### src/rtl/instr_mem_loader_pkg.sv
// Shared definitions for the program loader and the debug unit.
// Both blocks recognise the same end-of-program marker, so it lives here.
package instr_mem_loader_pkg;

    // Number of UART bytes that make up one instruction word.
    localparam int BYTES_PER_WORD = 4;

    // End-of-program marker. The loader stops after writing it and the
    // debug unit treats it as a halt instruction.
    localparam logic [31:0] HALT_WORD_DEFAULT = 32'hFFFF_FFFF;

    // Loader session states, fixed to a 2-bit encoding.
    typedef enum logic [1:0] {
        ST_IDLE    = 2'd0,
        ST_RECEIVE = 2'd1,
        ST_WRITE   = 2'd2,
        ST_DONE    = 2'd3
    } loader_state_t;

endpackage

### src/rtl/instr_mem_loader_packer.sv
// Packs UART bytes into big-endian instruction words.
// The first byte of each group lands in the top byte of the word, so the
// opcode byte is the first one on the wire. word_ready marks the capture
// that completes a word. o_word is the assembled word including the byte
// being captured, so the caller can latch it on that same edge.
module byte_to_word_packer
    import instr_mem_loader_pkg::*;
#(
    parameter int NB_DATA = 32,
    parameter int NB_BYTE = 8
) (
    input  logic               i_clock,
    input  logic               i_reset,
    input  logic               i_clear,
    input  logic               i_capture,
    input  logic [NB_BYTE-1:0] i_byte,
    output logic [NB_DATA-1:0] o_word,
    output logic               o_word_ready
);

    localparam int NB_COUNT = $clog2(BYTES_PER_WORD);
    localparam logic [NB_COUNT-1:0] LAST_BYTE = NB_COUNT'(BYTES_PER_WORD - 1);

    logic [NB_DATA-1:0]  shift_reg;
    logic [NB_COUNT-1:0] byte_count;

    assign o_word       = {shift_reg[NB_DATA-NB_BYTE-1:0], i_byte};
    assign o_word_ready = i_capture && (byte_count == LAST_BYTE);

    // Shift each captured byte in from the bottom and count modulo four;
    // a session start wipes any partial word.
    always_ff @(posedge i_clock or negedge i_reset) begin
        if (!i_reset) begin
            shift_reg  <= '0;
            byte_count <= '0;
        end else if (i_clear) begin
            shift_reg  <= '0;
            byte_count <= '0;
        end else if (i_capture) begin
            shift_reg  <= o_word;
            byte_count <= o_word_ready ? '0 : byte_count + 1'b1;
        end
    end

endmodule

### src/rtl/instr_mem_loader.sv
// Program loader between the debug UART receiver and the instruction
// memory write port. A session opened by i_start packs incoming bytes into
// words and writes them at consecutive addresses from 0 until the halt
// word has been written or the last address has been used.
module instr_mem_loader
    import instr_mem_loader_pkg::*;
#(
    parameter int                 NB_DATA   = 32,
    parameter int                 NB_BYTE   = 8,
    parameter int                 NB_ADDR   = 10,
    parameter logic [NB_DATA-1:0] HALT_WORD = NB_DATA'(HALT_WORD_DEFAULT)
) (
    input  logic               i_clock,
    input  logic               i_reset,
    input  logic               i_start,
    input  logic [NB_BYTE-1:0] i_rx_data,
    input  logic               i_rx_valid,
    output logic               o_mem_wr_enb,
    output logic [NB_ADDR-1:0] o_mem_wr_addr,
    output logic [NB_DATA-1:0] o_mem_wr_data,
    output logic               o_busy,
    output logic               o_done,
    output logic               o_overflow,
    output logic [NB_ADDR:0]   o_word_count
);

    loader_state_t      state;
    loader_state_t      next_state;
    logic               start_accept;
    logic               capture;
    logic               word_ready;
    logic [NB_DATA-1:0] packed_word;
    logic               halt_hit;
    logic               last_addr;

    // o_mem_wr_data holds the word being written while in WRITE, and
    // o_mem_wr_addr is the address register itself.
    assign halt_hit  = (o_mem_wr_data == HALT_WORD);
    assign last_addr = &o_mem_wr_addr;

    assign start_accept = i_start && ((state == ST_IDLE) || (state == ST_DONE));

    // Bytes are taken while receiving, and also during a WRITE that goes
    // back to RECEIVE, where the byte starts the next word. A byte arriving
    // in a WRITE that ends the session is dropped.
    assign capture = i_rx_valid &&
                     ((state == ST_RECEIVE) ||
                      ((state == ST_WRITE) && !halt_hit && !last_addr));

    byte_to_word_packer #(
        .NB_DATA (NB_DATA),
        .NB_BYTE (NB_BYTE)
    ) u_packer (
        .i_clock      (i_clock),
        .i_reset      (i_reset),
        .i_clear      (start_accept),
        .i_capture    (capture),
        .i_byte       (i_rx_data),
        .o_word       (packed_word),
        .o_word_ready (word_ready)
    );

    // State register.
    always_ff @(posedge i_clock or negedge i_reset) begin
        if (!i_reset) begin
            state <= ST_IDLE;
        end else begin
            state <= next_state;
        end
    end

    // Next-state logic: WRITE always lasts one cycle and decides between
    // ending the session and collecting another word.
    always_comb begin
        next_state = state;
        case (state)
            ST_IDLE: begin
                if (i_start) begin
                    next_state = ST_RECEIVE;
                end
            end
            ST_RECEIVE: begin
                if (word_ready) begin
                    next_state = ST_WRITE;
                end
            end
            ST_WRITE: begin
                if (halt_hit || last_addr) begin
                    next_state = ST_DONE;
                end else begin
                    next_state = ST_RECEIVE;
                end
            end
            ST_DONE: begin
                if (i_start) begin
                    next_state = ST_RECEIVE;
                end
            end
            default: begin
                next_state = ST_IDLE;
            end
        endcase
    end

    // Registered outputs, address counter and session flags. Status
    // outputs follow the state being entered, so they are valid in the
    // same cycle as that state.
    always_ff @(posedge i_clock or negedge i_reset) begin
        if (!i_reset) begin
            o_mem_wr_enb  <= 1'b0;
            o_mem_wr_addr <= '0;
            o_mem_wr_data <= '0;
            o_busy        <= 1'b0;
            o_done        <= 1'b0;
            o_overflow    <= 1'b0;
            o_word_count  <= '0;
        end else begin
            o_mem_wr_enb <= (next_state == ST_WRITE);
            o_busy       <= (next_state == ST_RECEIVE) || (next_state == ST_WRITE);
            o_done       <= (next_state == ST_DONE);

            if (start_accept) begin
                o_mem_wr_addr <= '0;
                o_word_count  <= '0;
                o_overflow    <= 1'b0;
            end else if (state == ST_WRITE) begin
                o_word_count <= o_word_count + 1'b1;
                if (!halt_hit) begin
                    if (last_addr) begin
                        o_overflow <= 1'b1;
                    end else begin
                        o_mem_wr_addr <= o_mem_wr_addr + 1'b1;
                    end
                end
            end

            if ((state == ST_RECEIVE) && word_ready) begin
                o_mem_wr_data <= packed_word;
            end
        end
    end

endmodule

### config.mk
export PLATFORM = sky130hd
export DESIGN_NAME = instr_mem_loader
export DESIGN_NICKNAME = d
export VERILOG_FILES = /design/src/rtl/instr_mem_loader_pkg.sv /design/src/rtl/instr_mem_loader_packer.sv /design/src/rtl/instr_mem_loader.sv
export SDC_FILE = /design/constraint.sdc
export NUM_CORES = 1
export LEC_CHECK = 0
export CORE_ASPECT_RATIO = 2
export CORE_UTILIZATION = 50
export CTS_CLUSTER_SIZE = 20
export DETAILED_ROUTE_END_ITERATION = 8
export PLACE_DENSITY = 0.77
export SKIP_CTS_REPAIR_TIMING = 1
export SLEW_MARGIN = 40
export SYNTH_ARGS = -nofsm -noshare
export SYNTH_HDL_FRONTEND = slang
export SYNTH_SLANG_ARGS = --single-unit
### constraint.sdc
create_clock -name i_clock -period 2.7 [get_ports i_clock]
set_clock_uncertainty 0.05 [all_clocks]
set_input_delay 0.54 -clock i_clock [delete_from_list [all_inputs] [get_ports i_clock]]
set_output_delay 0.54 -clock i_clock [all_outputs]
set_load 0.1 [all_outputs]
==> metrics.yaml <==
path_clk_slew_ns: 0.06
slew_viol_final: 0
min_period_ns: 2.26
regArea_sq_um: 2160
firstDrtPassIters: 4
fp-row-count: 44
dpl.cell_count: 472
multi_input_area_sq_um: 1550
drv_cap: 0
drive_gt1_share_pct: 28.5
die_h_um: 125
post-place-ws_ns: 0.330
insertedDiodeCount: 0
fp.dieW_um: 63.4
drt_iter0_markers: 146
synth_most_common_cell: "dfrtp_1"
p_total_mw: 6.06
crit_type: "reg -> reg"
dpl-instance-area_sq_um: 4430
tightest_slew_ns: 0.655
grt-ovfl-total: 0
fmaxAchievable_mhz: 443
finalHoldViolCount: 0
synthFlopType: "dfrtp_1"
syn_area_per_cell_sq_um: 11.8
die-area_sq_um: 7910
yosysTopAreaCell: "dfrtp_1"
synth_enable_flop_cells: 0
ant_nets: 0
start_kind: "register"
start_util_pct: 51.9
rsz0062_at_grt: "no"
first_global_vias: 2795
top_level_ports: 69
slowest_delay_ns: 0.41
synth_top_area_share_pct: 56.4
period_share_pct: 83.6
path_cells: "ha_1 > and4_4 > and3_4 > or3_1 > a41oi_1 > ha_1 > inv_1"
finish.instance_area_sq_um: 4720
finish.utilization_pct: 65.0
cp.arrival_ns: 2.49
whs_ns: 0.177
p_leak_nw: 2.25
antenna_found_initial: 0
vias_per_cell: 5.57
netlist_instances: 319
outcome: "completed"
crit_buf_inv: 1
power.density_nw_per_um2: 1280
worstSkewPairLatency_ns: 0.34
finalNetCount: 411
cts_tree: "done"
critical_path.max_fanout: 9
ys_top_cells_by_count: "85 x dfrtp_1, 46 x nand2_1, 32 x mux2_1"
h-tree-depth: 3
clock-sinks: 85
remaining_drc_errors: 0
largest_reg_flops: 32
drt-total-wl_um: 8190
synth_area_leaders: "dfrtp_1 56%, mux2_1 9.6%, mux2i_1 7.2%"
crit_family: "simple AND/OR/NAND/NOR gates"
worstSetupEndpointType: "register"
io_buffers: 68
synthToLayoutAreaGrowth_pct: 25.2
yosysSeqAreaShare_pct: 56.4
slowest_stage: "dfrtp_1"
tns_ns: 0
hp-class: "in -> async"
vias: 2717
synthesis.area_sq_um: 3770
core_area_sq_um: 7270
synth_cell_types: 36
yosys_register_bits: 85
maxSlewHeadroom_pct: 56.3
grt_max_degree: 53
wl_per_cell_um: 16.8
clockBufferDepth: 2
ir_drop_mv: 1.04
fillerInstances: 602
hpwlAfterDp_um: 5910
grt_pass1_wl_um: 13600
synth_nets: 339
crit_required_ns: 2.93
synthArstFlopShare_pct: 100
grt_usage_pct: 22.5
cts_root_buf: "clkbuf_16"
crit_path_frequent_cell: "ha_1"
gp_congestion: 0.788
setup_viol: 0
cts_made_buffers: 9
layout_setup_ws_ns: 0.442
instances_no_fill: 488
ys_warn_count: 0
path summary, 6_finish.rpt:
kind / start / endpoint / slack [ns] / cells past startpoint
hold reg to reg: u_packer.shift_reg[16] / o_mem_wr_data[24] / 0.44 / 1
setup / recovery: o_mem_wr_addr[0] / o_busy / 0.44 / 7
max in group asynchronous: i_reset / o_word_count[3] / 1.63 / 2
hold / removal: i_reset / o_busy / 0.18 / 1
min in group i_clock: u_packer.shift_reg[16] / o_mem_wr_data[24] / 0.44 / 1
setup reg to reg: o_mem_wr_addr[0] / o_busy / 0.44 / 7
cells in the final DEF, fill, tap and decap left out, types with 4 or more instances in the layout:
cell,count
a21oi_1,13
mux2_1,32
xor2_1,6
clkbuf_16,9
nand2_1,46
or3_1,9
dfrtp_2,24
mux2i_1,27
buf_4,66
dfrtp_1,61
o21ai_1,8
nand3_1,9
nand4_1,13
o31ai_1,4
clkdlybuf4s50_1,10
nor2_1,15
ha_1,8
worst register-to-register path: cells and delay by family (launching register included):
family,cells,cell delay (ns)
buf+inv,1,0.05
fa+ha+maj,2,0.55
flops,1,0.41
compound gates,1,0.38
simple gates,3,0.77
power by group:
group | switching [mW] | internal [mW] | leakage (nW)
combinational | 2.20 | 0.693 | 0.989
sequential | 0.275 | 1.68 | 1.11
clock | 0.472 | 0.739 | 0.143
total | 2.95 | 3.11 | 2.25
routing by layer:
metal  GRT usage, %  wire length (um)  vias to the layer above
li1               -                 -                     1280
met1           23.8              3100                     1363
met2           41.2              4600                       59
met3           4.67               282                       15
met4           9.89               202                        0
met5              0                 0                        -
cell families after synthesis:
kind of cell,share of synthesized area [%]
DFF,56.4
AOI/OAI and AO/OA,5.44
adders and majority gates,2.65
xor gates and xnor gates,2.09
and+or+nand+nor,14.1
muxes,16.7
buffers and inverters,2.62
area by class of cell:
| class | count | area share (%) |
|---|---|---|
| multi-input cells | 215 | 32.7 |
| repair buffers | 76 | 12.6 |
| clock inverters | 4 | 1.01 |
| inverters | 4 | 0.318 |
| clock buffers | 12 | 5.22 |
| well taps | 92 | 2.44 |
| flip-flops and latches | 85 | 45.7 |
(Power assumes the default switching activity.)
